`src/rtl/matmul_seq_if.sv`:
```
// Memory-side and control bus of the matmul sequencer.
// The master drives the memory port and the status; the slave supplies start and read data.
// No handshake: read data is valid one cycle after the address is presented.
interface matmul_seq_if #(
    parameter int DATA_WIDTH = 8,
    parameter int ADDR_WIDTH = 8
);
    logic                      start;
    logic                      busy;
    logic                      done;
    logic                      mem_we;
    logic [2*DATA_WIDTH-1:0]   mem_w_data;
    logic [ADDR_WIDTH-1:0]     mem_w_addr;
    logic [ADDR_WIDTH-1:0]     mem_r_addr;
    logic [DATA_WIDTH-1:0]     mem_r_data;

    modport master (
        input  start, mem_r_data,
        output busy, done, mem_we, mem_w_data, mem_w_addr, mem_r_addr
    );

    modport slave (
        output start, mem_r_data,
        input  busy, done, mem_we, mem_w_data, mem_w_addr, mem_r_addr
    );
endinterface

```
`src/rtl/matmul_seq.sv`:
```
// Sequencer computing C = A*B out of a byte-wide memory through one 8x8 MAC.
// Latency: 7 + m*l*(3n+1) cycles from the start edge to the done pulse (7 if any dimension is 0).
// No backpressure: the memory answers every read one cycle later and accepts every write.
module matmul_seq #(
    parameter int DATA_WIDTH = 8,
    parameter int ADDR_WIDTH = 8
) (
    input  logic          clk,
    input  logic          rst_n,
    matmul_seq_if.master  bus
);
    localparam int PW = 2 * DATA_WIDTH;
    localparam int AW = ADDR_WIDTH;
    localparam int DW = DATA_WIDTH;

    typedef enum logic [2:0] {
        S_IDLE, S_HDR, S_SETUP, S_RD_A, S_RD_B, S_MAC, S_WR, S_DONE
    } state_t;

    state_t          state, state_nxt;
    logic [2:0]      hcnt;
    logic [DW-1:0]   dim_m, dim_n, dim_l;
    logic [AW-1:0]   base_a, base_b, base_c;
    logic [DW-1:0]   i, j, k;
    logic [DW-1:0]   a_byte;
    logic [PW-1:0]   acc;

    logic [AW-1:0]   hdr_addr;
    logic [AW-1:0]   addr_a, addr_b, addr_c;
    logic            k_last, j_last, i_last, zero_dim;

    // Element addresses: all arithmetic intentionally wraps at the address width.
    assign addr_a = base_a + ((AW'(i) * AW'(dim_n) + AW'(k)) << 1);
    assign addr_b = base_b + ((AW'(k) * AW'(dim_l) + AW'(j)) << 1);
    assign addr_c = base_c + ((AW'(i) * AW'(dim_l) + AW'(j)) << 1);

    assign k_last   = (k == dim_n - DW'(1));
    assign j_last   = (j == dim_l - DW'(1));
    assign i_last   = (i == dim_m - DW'(1));
    assign zero_dim = (dim_m == '0) || (dim_n == '0) || (dim_l == '0);

    // Fixed header locations: m, n, l, base_a, base_c.
    always_comb begin
        hdr_addr = '0;
        case (hcnt)
            3'd0:    hdr_addr = AW'(0);
            3'd1:    hdr_addr = AW'(2);
            3'd2:    hdr_addr = AW'(4);
            3'd3:    hdr_addr = AW'(12);
            3'd4:    hdr_addr = AW'(14);
            default: hdr_addr = '0;
        endcase
    end

    // State register.
    always_ff @(posedge clk or negedge rst_n) begin
        if (!rst_n) state <= S_IDLE;
        else        state <= state_nxt;
    end

    // Next state and memory-port outputs, decoded straight from the state so reset clears them at once.
    always_comb begin
        state_nxt       = state;
        bus.busy        = (state != S_IDLE);
        bus.done        = 1'b0;
        bus.mem_we      = 1'b0;
        bus.mem_w_data  = '0;
        bus.mem_w_addr  = '0;
        bus.mem_r_addr  = '0;
        case (state)
            S_IDLE:  if (bus.start) state_nxt = S_HDR;
            S_HDR: begin
                bus.mem_r_addr = hdr_addr;
                if (hcnt == 3'd5) state_nxt = S_SETUP;
            end
            S_SETUP: state_nxt = zero_dim ? S_DONE : S_RD_A;
            S_RD_A: begin
                bus.mem_r_addr = addr_a;
                state_nxt      = S_RD_B;
            end
            S_RD_B: begin
                bus.mem_r_addr = addr_b;
                state_nxt      = S_MAC;
            end
            S_MAC:   state_nxt = k_last ? S_WR : S_RD_A;
            S_WR: begin
                bus.mem_we     = 1'b1;
                bus.mem_w_addr = addr_c;
                bus.mem_w_data = acc;
                state_nxt      = (i_last && j_last) ? S_DONE : S_RD_A;
            end
            S_DONE: begin
                bus.done  = 1'b1;
                state_nxt = S_IDLE;
            end
            default: state_nxt = S_IDLE;
        endcase
    end

    // Header capture, loop counters and the multiply-accumulate.
    always_ff @(posedge clk or negedge rst_n) begin
        if (!rst_n) begin
            hcnt   <= '0;
            dim_m  <= '0;
            dim_n  <= '0;
            dim_l  <= '0;
            base_a <= '0;
            base_b <= '0;
            base_c <= '0;
            i      <= '0;
            j      <= '0;
            k      <= '0;
            a_byte <= '0;
            acc    <= '0;
        end else begin
            case (state)
                S_IDLE: hcnt <= '0;
                S_HDR: begin
                    hcnt <= hcnt + 3'd1;
                    // Data for the address issued at hcnt-1 arrives now.
                    case (hcnt)
                        3'd1:    dim_m  <= bus.mem_r_data;
                        3'd2:    dim_n  <= bus.mem_r_data;
                        3'd3:    dim_l  <= bus.mem_r_data;
                        3'd4:    base_a <= AW'(bus.mem_r_data);
                        3'd5:    base_c <= AW'(bus.mem_r_data);
                        default: ;
                    endcase
                end
                S_SETUP: begin
                    base_b <= base_a + ((AW'(dim_m) * AW'(dim_n)) << 1);
                    i      <= '0;
                    j      <= '0;
                    k      <= '0;
                    acc    <= '0;
                end
                S_RD_B: a_byte <= bus.mem_r_data;
                S_MAC: begin
                    acc <= acc + PW'(a_byte) * PW'(bus.mem_r_data);
                    if (!k_last) k <= k + DW'(1);
                end
                S_WR: begin
                    acc <= '0;
                    k   <= '0;
                    if (j_last) begin
                        j <= '0;
                        i <= i + DW'(1);
                    end else begin
                        j <= j + DW'(1);
                    end
                end
                default: ;
            endcase
        end
    end
endmodule

```
`src/flat_wrapper.sv`:
```
// flat-port wrapper written by rule: the top's interface ports become plain ports
module matmul_seq_flat 
#(
    parameter int DATA_WIDTH = 8,
    parameter int ADDR_WIDTH = 8
)
  (clk, rst_n, bus_start, bus_mem_r_data, bus_busy, bus_done, bus_mem_we, bus_mem_w_data, bus_mem_w_addr, bus_mem_r_addr);
  matmul_seq_if #(.DATA_WIDTH(DATA_WIDTH), .ADDR_WIDTH(ADDR_WIDTH)) bus_i ();
  input  logic clk;
  input  logic rst_n;
  input wire logic [$bits(bus_i.start)-1:0] bus_start;
  input wire logic [$bits(bus_i.mem_r_data)-1:0] bus_mem_r_data;
  output wire logic [$bits(bus_i.busy)-1:0] bus_busy;
  output wire logic [$bits(bus_i.done)-1:0] bus_done;
  output wire logic [$bits(bus_i.mem_we)-1:0] bus_mem_we;
  output wire logic [$bits(bus_i.mem_w_data)-1:0] bus_mem_w_data;
  output wire logic [$bits(bus_i.mem_w_addr)-1:0] bus_mem_w_addr;
  output wire logic [$bits(bus_i.mem_r_addr)-1:0] bus_mem_r_addr;
  assign bus_i.start = bus_start;
  assign bus_i.mem_r_data = bus_mem_r_data;
  assign bus_busy = bus_i.busy;
  assign bus_done = bus_i.done;
  assign bus_mem_we = bus_i.mem_we;
  assign bus_mem_w_data = bus_i.mem_w_data;
  assign bus_mem_w_addr = bus_i.mem_w_addr;
  assign bus_mem_r_addr = bus_i.mem_r_addr;
  matmul_seq #(.DATA_WIDTH(DATA_WIDTH), .ADDR_WIDTH(ADDR_WIDTH)) u_core (.clk(clk), .rst_n(rst_n), .bus(bus_i));
endmodule
```
`config.mk`:
```
export PLATFORM = sky130hd
export DESIGN_NAME = matmul_seq_flat
export DESIGN_NICKNAME = d
export VERILOG_FILES = /design/src/rtl/matmul_seq_if.sv /design/src/rtl/matmul_seq.sv /design/src/flat_wrapper.sv
export SDC_FILE = /design/constraint.sdc
export NUM_CORES = 1
export LEC_CHECK = 0
export CAP_MARGIN = 30
export CORE_MARGIN = 2
export CORE_UTILIZATION = 45
export CTS_CLUSTER_SIZE = 40
export DETAILED_ROUTE_END_ITERATION = 6
export PLACE_DENSITY = 0.67
export SYNTH_ARGS = -nofsm -noshare
export SYNTH_HDL_FRONTEND = slang
export SYNTH_SLANG_ARGS = --single-unit
```
`constraint.sdc`:
```
create_clock -name clk -period 7.3 [get_ports clk]
set_clock_uncertainty 0.1 [all_clocks]
set_input_delay 1.825 -clock clk [delete_from_list [all_inputs] [get_ports clk]]
set_output_delay 1.825 -clock clk [all_outputs]
set_load 0.05 [all_outputs]
```
Word-level counts from Yosys, hierarchy flattened. Index checks and enable logic that the tools add are counted.

Multiply operators: 5. $add $sub $neg: 15. Mux-type cells: 20. Reductions and logical operators: 20. Equal/unequal tests: 19.

Operator list (number): one-hot mux 8 bit (2 select lines) (3); adder 8 bit (4); multiplier 8 x 8 -> 7 bit (4); two-way mux 8 bit (4); one-hot mux 16 bit (2 select lines) (1); adder 8 x 1 -> 8 bit (second input constant) (3); == test 8 bit (3); logical NOT 8 bit (3); one-hot mux 3 bit (8 select lines) (1); one-hot mux 8 bit (3 select lines) (1); subtractor 8 x 1 -> 8 bit (second input constant) (3); adder 7 bit (3); == test 3 bit (second input constant) (6); adder 16 bit (1); multiplier 8 x 8 -> 16 bit (1); two-way mux 16 bit (1); one-hot mux 4 bit (4 select lines) (1); AND reduction 2 bit (8); two-way mux 3 bit (5); == test 3 x 2 -> 1 bit (second input constant) (4); == test 3 x 1 -> 1 bit (second input constant) (2); one-hot mux 3 bit (2 select lines) (1); nonzero test 2 bit (3); != test 2 x 1 -> 1 bit (second input constant) (2); 8 further kinds (11).

Output and inout bits: 35. Input port bits: 11. Flip-flop bits (word level): 102. Logic and storage cells: 92.

Depth between registers and ports, before layout. Gate-level depths: netlist (run 1).

Depth after elaboration: 5. Gate-level depth with buffers: 20. Depth with buffers taken out: 18.

Least setup slack after synthesis (run 1). Ideal clock, no wire load.

Path kind: register -> output. Start point: register u_core.i[0]. End point: output port bus_mem_r_addr[7]. Arrival time: 4.937 ns. Path slack: 0.438 ns. Stages on the path, launching flop included: 21. Path through: dfrtp_1 -> clkbuf_1 -> clkbuf_1 -> and2_1 -> ha_1 -> inv_1 -> fa_1 -> inv_1 -> ha_1 -> inv_1 -> fa_1 -> inv_1 -> fa_1 -> xor2_1 -> ha_1 -> o21ai_0 -> a21oi_1 -> o21ai_0 -> nand2b_1 -> xnor3_1 -> o22ai_1.

Cells in the longest elaborated chain, start to end: 4.

Ends and longest elaborated chain: start: declaration (RTL line matmul_seq.sv:24) `logic [DW-1:0] i, j, k;`; start signal: assignment (RTL line matmul_seq.sv:147) `i <= i + DW'(1);`; multiplier 8 x 8 -> 7 bit (RTL line matmul_seq.sv:33) `assign addr_a = base_a + ((AW'(i) * AW'(dim_n) + AW'(k)) << 1);`; adder 7 bit (RTL line matmul_seq.sv:33); adder 8 bit (RTL line matmul_seq.sv:33); one-hot mux 8 bit (3 select lines) (RTL line matmul_seq.sv:70) `case (state)`; end: declaration (RTL line flat_wrapper.sv:18) `output wire logic [$bits(bus_i.mem_r_addr)-1:0] bus_mem_r_addr;`.

No other way between the ends.

Worst setup path in the final report (run 1). Ends and elaborated chain as after synthesis.

==> flow_metrics.env, run 1 <==
export IMPL_drt_total_wl_um=31800
export IMPL_crit_required_ns=5.38
export IMPL_port_buffers=45
export IMPL_cts_hold_buffers_added=0
export IMPL_run_status="finished clean"
export IMPL_critPathMaxFanout=12
export IMPL_timing_final_setup_violations=0
export IMPL_pin_count=46
export IMPL_clkSlewWorstSetupHoldPaths_ns=0.08
export IMPL_startpoint_type="flop"
export IMPL_cts_made_buffers=9
export IMPL_mostFrequentLayoutCells="sky130_fd_sc_hd__inv_1 (217), sky130_fd_sc_hd__nand2_1 (175), sky130_fd_sc_hd__ha_1 (135)"
export IMPL_max_cap_viol_count=0
export IMPL_timing_final_crit_share_pct=96.3
export IMPL_drt_first_iter_violations=579
export IMPL_syn_mean_instance_area_um2=8.78
export IMPL_max_freq_ghz=0.142
export IMPL_r2r_slack_ns=2.33
export IMPL_drc=0
export IMPL_ys_warnings_count=0
export IMPL_grt_max_degree=57
export IMPL_mappedNetlistNets=1621
export IMPL_cts_tree="built"
export IMPL_post_synth_num_cell_types=62
export IMPL_post_synth_top_area_cell="sky130_fd_sc_hd__dfrtp_1"
export IMPL_drt_wirelength_per_cell_um=18.3
export IMPL_most_common_cell_after_layout_fill_and_taps_aside="sky130_fd_sc_hd__inv_1"
export IMPL_die_height_um=168
export IMPL_avgViaCountPerCell=5.50
export IMPL_num_vias=9534
export IMPL_synth_area_um2=12100
export IMPL_end_kind="output port"
export IMPL_core_um2=26200
export IMPL_hold_end="u_core.base_b[0]$_DFFE_PN0P_"
export IMPL_slew_hr_pct=33.7
export IMPL_r2r_end="u_core.acc[15]$_DFFE_PN0P_"
export IMPL_post_synth_main_area_contributors="sky130_fd_sc_hd__dfrtp_1 (21%), sky130_fd_sc_hd__fa_1 (16%), sky130_fd_sc_hd__ha_1 (14%)"
export IMPL_synth_largest_type_area_fraction_pct=21.1
export IMPL_initial_antenna_violation_count=0
export IMPL_clkLatencyLatePin_ns=0.37
export IMPL_vias_in_the_first_global_route=9455
export IMPL_clock_root_buffer="sky130_fd_sc_hd__clkbuf_16"
export IMPL_post_dp_hpwl_um=24700
export IMPL_initial_utilization_pct=46.1
export IMPL_final_net_count=1637
export IMPL_grt_remaining_overflow=0
export IMPL_rows=59
export IMPL_hold_path_depth=2
export IMPL_area_growth_synth_to_final_pct=9.15
export IMPL_seq_area_frac_synth_pct=21.1
export IMPL_timing_hold_violations_final=0
export IMPL_die_area_um2=28200
export IMPL_slew_at_the_pin_closest_to_its_max_slew_limit_ns=0.990
export IMPL_groute_usage_overall_pct=23.3
export IMPL_min_delay_start="u_core.base_b[0]$_DFFE_PN0P_"
export IMPL_fin_tns_setup_ns=0
export IMPL_cts_sink_count=102
export IMPL_rsz0062_at_grt="no"
export IMPL_detail_route_antenna_nets=0
export IMPL_synth_cells=1377
export IMPL_cts_htree_levels=3
export IMPL_place_gp_congestion=0.888
export IMPL_ys_dominant_reg_cell="sky130_fd_sc_hd__dfrtp_1"
export IMPL_worst_setup_path_type="flop to output port"
export IMPL_number_of_antenna_cells_inserted=0
export IMPL_worst_hold_path_type="flop to flop"
export IMPL_final_max_slew_violation_count=0
export IMPL_final_layout_size_suffix_gt1_share_pct=7.51
export IMPL_synth_edf_count=0
export IMPL_critical_path_arrival_ns=5.11
export IMPL_synth_ff_latch_count=102
export IMPL_fp_dieW_um=168
export IMPL_timing_reg2reg_worst_path_depth=14
export IMPL_clock_tree_buffer_depth=2
export IMPL_fin_crit_ns=7.03
export IMPL_rr_startpoint="u_core.a_byte[4]$_DFFE_PN0P_"
export IMPL_async_reset_ff_share_pct=100
export IMPL_detail_route_first_pass_iterations=5
export IMPL_grt_first_pass_wirelength_um=51500
-- synthesized netlist by cell type, drive strengths merged, types with 20 or more instances --
cell type    n
nand3       20
nor2        52
fa          97
a21oi       46
clkbuf      60
ha         136
dfrtp      102
xor2        30
nand2      175
inv        217
and2        81
o21ai       42
mux2        38
xnor2       77
-- how the worst max path moves through the flow --
stage,from,endpoint,slack [ns],cells past startpoint
after floorplan,u_core.i[0]$_DFFE_PN0P_,bus_mem_r_addr[7],0.44,20
after global placement,bus_mem_r_data[3],u_core.acc[14]$_DFFE_PN0P_,0.38,17
after detailed placement,bus_mem_r_data[1],u_core.acc[15]$_DFFE_PN0P_,0.32,17
after CTS,u_core.i[2]$_DFFE_PN0P_,bus_mem_r_addr[6],0.03,12
after global routing,u_core.i[0]$_DFFE_PN0P_,bus_mem_r_addr[7],0.01,18
final,u_core.i[0]$_DFFE_PN0P_,bus_mem_r_addr[7],0.27,19
-- final cells by class --
cell class | count | area [um^2]
clock buffers | 9 | 225
clock inverters | 7 | 65.1
fillers | 2437 | 13000
inverters | 218 | 818
multi-input cells | 988 | 8440
flip-flops and latches | 102 | 2560
well taps | 335 | 419
repair buffers | 74 | 666
-- state kept, by name, summed over array words and instances, names as in the netlist --
name,flops
u_core.acc,16
u_core.a_byte,8
u_core.base_a,8
u_core.base_b,8
u_core.base_c,8
u_core.dim_l,8
u_core.dim_m,8
u_core.dim_n,8
u_core.i,8
u_core.j,8
u_core.k,8
u_core.hcnt,3
u_core.state,3
-- layer usage --
metal / share of wire [%] / global-route usage [%] / up-vias / wire [um]
li1: - / - / 4477 / -
met1: 44 / 30.8 / 4726 / 13900
met2: 50 / 40.7 / 274 / 15700
met3: 4.2 / 2.19 / 57 / 1340
met4: 2.6 / 6.99 / 0 / 837
met5: 0 / 0 / - / 0
-- metrics by stage --
step                util, %  hold slack, ns  cells  setup slack [ns]  instance area (um^2)
floorplan                 -           0.347   1377             0.438                 12100
global placement       49.2           0.363   1717             0.383                 12900
detailed placement     49.2           0.364   1717             0.318                 12900
CTS                    50.3           0.383   1733            0.0296                 13200
global route           50.3           0.421   1733            0.0116                 13200
finish                 50.3           0.385   1733             0.266                 13200
-- kinds of logic after synthesis --
kind of cell / after synthesis / share of synthesized area (%)
AO/OA/AOI/OAI: 184 / 9.99
XOR/XNOR: 113 / 8.87
adder cells (fa/ha/maj): 233 / 30.1
buffers and inverters: 287 / 9.06
flip-flops: 102 / 21.1
multiplexers: 44 / 4.04
AND/OR/NAND/NOR: 414 / 16.8
-- repair_timing --
item	in CTS	in global routing
endpoints found under the setup margin	0	5
hold endpoints to repair	0	0
gates resized for setup	0	6
setup buffers	0	0
-- worst max-delay path, cell delays in order, from the launching register on --
cell and delay, ns:
sky130_fd_sc_hd__dfrtp_1 0.64, sky130_fd_sc_hd__and2_1 0.20, sky130_fd_sc_hd__ha_1 0.13, sky130_fd_sc_hd__inv_1 0.05
sky130_fd_sc_hd__fa_1 0.53, sky130_fd_sc_hd__inv_1 0.04, sky130_fd_sc_hd__ha_1 0.26, sky130_fd_sc_hd__inv_1 0.05
sky130_fd_sc_hd__fa_1 0.53, sky130_fd_sc_hd__inv_1 0.07, sky130_fd_sc_hd__fa_1 0.45, sky130_fd_sc_hd__xor2_1 0.18
sky130_fd_sc_hd__ha_1 0.34, sky130_fd_sc_hd__o21ai_0 0.09, sky130_fd_sc_hd__a21oi_1 0.13, sky130_fd_sc_hd__o21ai_0 0.09
sky130_fd_sc_hd__nand2b_1 0.10, sky130_fd_sc_hd__xnor3_1 0.39, sky130_fd_sc_hd__o22ai_1 0.18, sky130_fd_sc_hd__buf_4 0.25
Power of run 1 is left out: the tool's default activity adds up to more than one toggle a clock period on the data nets, which glitch-free logic cannot reach.
==> run 2: changes to the inputs <==
- REMOVE_ABC_BUFFERS: not set -> 1
==> run 2 against run 1 <==
- sequential cell count unchanged
- fmax down 0.87%
- wire length down 1.9%
- sequential share of layout area about the same
- critical path type unchanged
==> flow_metrics.env, run 2 (synthesized netlist as in run 1, its figures left out) <==
export IMPL_run_status="finished clean"
export IMPL_cts_sink_count=102
export IMPL_rsz0062_at_grt="no"
export IMPL_number_of_flip_flops_in_the_largest_register=16
export IMPL_worst_setup_path_type="flop to output port"
export IMPL_final_worst_slack_ns=0.205
export IMPL_critPathMaxFanout=13
export IMPL_placedCellCount=1712
export IMPL_end_kind="output port"
export IMPL_crit_required_ns=5.38
export IMPL_largest_register="u_core.acc"
export IMPL_drt_wirelength_per_cell_um=18.0
export IMPL_rows=59
export IMPL_area_growth_synth_to_final_pct=9.36
export IMPL_number_of_antenna_cells_inserted=0
export IMPL_detailedPlace_worstSlack_ns=0.246
export IMPL_pin_count=46
export IMPL_slew_at_the_pin_closest_to_its_max_slew_limit_ns=1.02
export IMPL_layout_cells_non_filler=1730
export IMPL_vias_in_the_first_global_route=9716
export IMPL_avgViaCountPerCell=5.44
export IMPL_core_um2=26200
export IMPL_final_layout_size_suffix_gt1_share_pct=7.46
export IMPL_clock_tree_buffer_depth=2
export IMPL_rr_startpoint="u_core.a_byte[3]$_DFFE_PN0P_"
export IMPL_fin_crit_ns=7.10
export IMPL_num_vias=9419
export IMPL_final_max_slew_violation_count=0
export IMPL_worst_path_max_delay_cell="sky130_fd_sc_hd__clkdlybuf4s50_1"
export IMPL_slew_hr_pct=31.8
export IMPL_detail_route_antenna_nets=0
export IMPL_die_area_um2=28200
export IMPL_max_cap_viol_count=0
export IMPL_critical_path_startpoint="u_core.i[3]$_DFFE_PN0P_"
export IMPL_filler_cell_count=2434
export IMPL_worst_path_dominant_cell_family="adder cells"
export IMPL_fin_tns_setup_ns=0
export IMPL_place_gp_congestion=0.889
export IMPL_drt_first_iter_violations=672
export IMPL_post_cts_setup_buffer_count=0
export IMPL_r2r_slack_ns=2.28
export IMPL_drc=0
export IMPL_clkLatencyLatePin_ns=0.36
export IMPL_cpMostUsedCell="sky130_fd_sc_hd__fa_1"
export IMPL_final_net_count=1634
export IMPL_critical_path_arrival_ns=5.17
export IMPL_post_dp_hpwl_um=24300
export IMPL_timing_final_crit_share_pct=97.2
export IMPL_initial_antenna_violation_count=0
export IMPL_worst_path_buf_inv=2
export IMPL_timing_hold_violations_final=0
export IMPL_port_buffers=45
export IMPL_grt_max_degree=73
export IMPL_worst_hold_slack_ns=0.385
export IMPL_drt_total_wl_um=31200
export IMPL_grt_remaining_overflow=0
export IMPL_min_delay_start="u_core.base_b[0]$_DFFE_PN0P_"
export IMPL_cts_made_buffers=9
export IMPL_initial_utilization_pct=46.1
export IMPL_max_freq_ghz=0.141
export IMPL_clkSlewWorstSetupHoldPaths_ns=0.08
export IMPL_detail_route_first_pass_iterations=5
export IMPL_die_height_um=168
export IMPL_startpoint_type="flop"
export IMPL_mostFrequentLayoutCells="sky130_fd_sc_hd__inv_1 (217), sky130_fd_sc_hd__nand2_1 (175), sky130_fd_sc_hd__ha_1 (135)"
export IMPL_clock_root_buffer="sky130_fd_sc_hd__clkbuf_16"
export IMPL_cts_htree_levels=3
export IMPL_timing_final_setup_violations=0
export IMPL_groute_usage_overall_pct=23.3
export IMPL_cts_tree="built"
export IMPL_timing_critical_path_slowest_cell_delay_ns=0.83
export IMPL_grt_first_pass_wirelength_um=51800
export IMPL_fp_dieW_um=168
export IMPL_cells_along_the_critical_path="nand2_1 > fa_1 > fa_1 > inv_1 > fa_1 > fa_1 > ha_1 > xnor2_1 > ha_1 > xor2_1 > o22ai_1 > clkdlybuf4s50_1"
export IMPL_worst_hold_path_type="flop to flop"
export IMPL_most_common_cell_after_layout_fill_and_taps_aside="sky130_fd_sc_hd__inv_1"
[run 2: changes by cell type in the layout (fill, tap and decap cells not counted), sizes merged]
| cell | change |
|---|---|
| inv | -2 |
| buf | -3 |
| clkinv | +2 |
| dlymetal6s2s | -2 |
| clkdlybuf4s50 | +2 |
[run 2: worst min-delay path, cell delays in order, from the launching register on]
cell and delay [ns]:
sky130_fd_sc_hd__dfrtp_1 0.35, sky130_fd_sc_hd__nand2_1 0.05, sky130_fd_sc_hd__nand2_1 0.06
[run 2: per-stage QoR]
step	util, %	area [um^2]
final	50.4	13200
after global routing	50.4	13200
after CTS	50.2	13200
after detailed placement	49.0	12900
after global placement	49.0	12900
after floorplan	-	11800
[run 2: layer usage]
metal	track usage (%)	up-vias	part of all wire (%)
met5	0	-	0
met4	7.45	0	2.9
met3	3.60	58	5.7
met2	38.9	277	48
met1	31.1	4620	44
li1	-	4464	-
[run 2: final timing paths]
path                       cells after the start                            to
setup / recovery                              12             bus_mem_r_addr[6]
hold / removal                                 2  u_core.base_b[0]$_DFFE_PN0P_
setup reg to reg                              16    u_core.acc[14]$_DFFE_PN0P_
hold reg to reg                                2  u_core.base_b[0]$_DFFE_PN0P_
max in group asynchronous                      3       u_core.i[1]$_DFFE_PN0P_
min in group asynchronous                      1    u_core.acc[14]$_DFFE_PN0P_
[run 2: cell type report]
cell class | instances | area [um^2] | area share [%]
inverter | 218 | 818 | 6.19
sequential | 102 | 2560 | 19.4
timing repair buffer | 71 | 666 | 5.04
clock inverter | 7 | 87.6 | 0.663
multi-input combinational | 988 | 8440 | 63.9
tap | 335 | 419 | 3.17
clock buffer | 9 | 225 | 1.70
[run 2: repair_timing]
action	in CTS	in global routing
setup endpoints to repair	0	5
gates resized for setup	0	6
hold buffers	0	0
Power of run 2 is left out for the same reason.
==> run 3: changes to the inputs <==
- CORE_MARGIN: 2 -> 5
- clock period: 7.3 -> 7.24 ns (I/O delays scaled with it)
==> run 3 against run 2 <==
- cell area is 0.18% higher
- critical path depth is 2 higher
- non-clock buffer count is 5 higher
- setup slack better by 0.13 ns
- worst hold slack better by 0.0035 ns
- via count hardly changed
- die area is 7.3% higher
- core utilization is 0.89 points lower
- first-iteration DRC count is 16% lower
- wire length is 2.3% higher
- cell count is 0.58% higher
- largest cell class unchanged
==> flow_metrics.env, run 3 (synthesized netlist as in run 1, its figures left out) <==
export IMPL_max_cap_viol_count=0
export IMPL_clkLatencyLatePin_ns=0.36
export IMPL_detail_route_first_pass_iterations=5
export IMPL_clock_tree_buffer_depth=2
export IMPL_num_vias=9418
export IMPL_startpoint_type="flop"
export IMPL_fin_tns_setup_ns=0
export IMPL_grt_remaining_overflow=0
export IMPL_die_height_um=174
export IMPL_slew_at_the_pin_closest_to_its_max_slew_limit_ns=0.986
export IMPL_rr_startpoint="u_core.a_byte[3]$_DFFE_PN0P_"
export IMPL_pin_count=46
export IMPL_rsz0062_at_grt="no"
export IMPL_hold_end="u_core.base_b[1]$_DFFE_PN0P_"
export IMPL_drt_wirelength_per_cell_um=18.3
export IMPL_cts_hold_buffers_added=0
export IMPL_timing_final_crit_share_pct=95.3
export IMPL_run_status="finished clean"
export IMPL_initial_utilization_pct=45.2
export IMPL_worst_hold_slack_ns=0.389
export IMPL_fp_dieW_um=174
export IMPL_clock_root_buffer="sky130_fd_sc_hd__clkbuf_16"
export IMPL_number_of_flip_flops_in_the_largest_register=16
export IMPL_worst_path_max_delay_cell="sky130_fd_sc_hd__clkdlybuf4s50_1"
export IMPL_final_max_slew_violation_count=0
export IMPL_area_growth_synth_to_final_pct=9.56
export IMPL_r2r_end="u_core.acc[14]$_DFFE_PN0P_"
export IMPL_port_buffers=45
export IMPL_detailedPlace_worstSlack_ns=0.280
export IMPL_drt_total_wl_um=31900
export IMPL_most_common_cell_after_layout_fill_and_taps_aside="sky130_fd_sc_hd__inv_1"
export IMPL_mostFrequentLayoutCells="sky130_fd_sc_hd__inv_1 (217), sky130_fd_sc_hd__nand2_1 (175), sky130_fd_sc_hd__ha_1 (135)"
export IMPL_cts_tree="built"
export IMPL_grt_first_pass_wirelength_um=52500
export IMPL_hold_path_depth=2
export IMPL_use_met3_pct=3.60
export IMPL_cts_made_buffers=9
export IMPL_number_of_antenna_cells_inserted=0
export IMPL_cts_sink_count=102
export IMPL_grt_busiest_layer="met2"
export IMPL_timing_reg2reg_worst_path_depth=16
export IMPL_die_area_um2=30200
export IMPL_critical_path_arrival_ns=4.99
export IMPL_max_freq_ghz=0.145
export IMPL_fin_crit_ns=6.90
export IMPL_vias_in_the_first_global_route=9713
export IMPL_min_delay_start="u_core.base_b[1]$_DFFE_PN0P_"
export IMPL_timing_hold_violations_final=0
export IMPL_worst_hold_path_type="flop to flop"
export IMPL_detail_route_antenna_nets=0
export IMPL_postLayoutCoreUtil_pct=49.5
export IMPL_use_met1_pct=28.9
export IMPL_core_um2=26700
export IMPL_grt_max_degree=63
export IMPL_grt_met2_usage_pct=36.2
export IMPL_end_kind="output port"
export IMPL_avgViaCountPerCell=5.41
export IMPL_critPathMaxFanout=12
export IMPL_final_worst_slack_ns=0.337
export IMPL_drc=0
export IMPL_crit_required_ns=5.33
export IMPL_timing_critical_path_slowest_cell_delay_ns=0.85
export IMPL_groute_usage_overall_pct=21.6
export IMPL_post_dp_hpwl_um=25200
export IMPL_r2r_slack_ns=2.24
export IMPL_initial_antenna_violation_count=2
export IMPL_cells_along_the_critical_path="nand2_1 > fa_1 > inv_1 > fa_1 > ha_1 > inv_1 > fa_1 > inv_1 > ha_1 > xor2_1 > ha_1 > xor2_1 > o32ai_1 > clkdlybuf4s50_1"
export IMPL_final_layout_size_suffix_gt1_share_pct=7.79
export IMPL_cts_htree_levels=3
export IMPL_filler_cell_count=2517
export IMPL_largest_register="u_core.acc"
export IMPL_place_gp_congestion=0.906
export IMPL_final_net_count=1639
export IMPL_slew_hr_pct=34.0
export IMPL_rows=60
export IMPL_timing_final_setup_violations=0
export IMPL_clkSlewWorstSetupHoldPaths_ns=0.07
export IMPL_worst_setup_path_type="flop to output port"
export IMPL_drt_first_iter_violations=567
run 3: cell types whose count changed in the layout (fill, tap and decap cells not counted), sizes merged:
cell / change
bufinv: +1
inv: -1
clkdlybuf4s50: -3
dlymetal6s2s: +3
buf: +5
clkinv: -2
clkbuf: +1
run 3: area by class of cell:
cell class	count	area (um^2)	share of cell area, %
Clock buffer	10	229	1.73
Clock inverter	5	60.1	0.454
Tap cell	341	427	3.22
Timing Repair Buffer	76	696	5.25
Inverter	218	818	6.18
Sequential cell	102	2560	19.4
Multi-Input combinational cell	988	8450	63.8
run 3: per-stage QoR:
stage	instance area (um^2)	std cells
floorplan	11800	1308
global placement	12900	1725
detailed placement	12900	1725
CTS	13200	1740
global route	13200	1740
finish	13200	1740
run 3: how the worst max path moves through the flow:
stage	from	to	slack, ns	cells past startpoint
2_1_floorplan	u_core.i[0]$_DFFE_PN0P_	bus_mem_r_addr[7]	0.63	18
3_3_place_gp	bus_mem_r_data[1]	u_core.acc[15]$_DFFE_PN0P_	0.38	16
3_5_place_dp	bus_mem_r_data[1]	u_core.acc[15]$_DFFE_PN0P_	0.28	16
4_1_cts	u_core.dim_l[1]$_DFFE_PN0P_	bus_mem_r_addr[7]	0.04	19
5_1_grt	u_core.i[0]$_DFFE_PN0P_	bus_mem_r_addr[7]	0.08	18
6_report	u_core.i[0]$_DFFE_PN0P_	bus_mem_r_addr[5]	0.34	14
run 3: worst max-delay path: cells and delay by family (launching register included):
family                   cells  cell delay [ns]
AO/OA/AOI/OAI                1             0.13
XOR/XNOR                     2             0.35
adder cells (fa/ha/maj)      6             2.33
buffers and inverters        4             1.04
flip-flops                   1             0.62
AND/OR/NAND/NOR              1             0.15
run 3: what timing repair did:
action / in CTS / in global routing
resized for setup: 1 / 11
pin swaps: 0 / 0
setup endpoints to repair: 1 / 5
buffers inserted: 0 / 0
run 3: routing by layer:
metal / up-vias / share of wire (%)
li1: 4466 / -
met4: 2 / 3.0
met2: 251 / 48
met1: 4635 / 45
met5: - / 0.041
met3: 64 / 4.5
Power of run 3 is left out for the same reason.
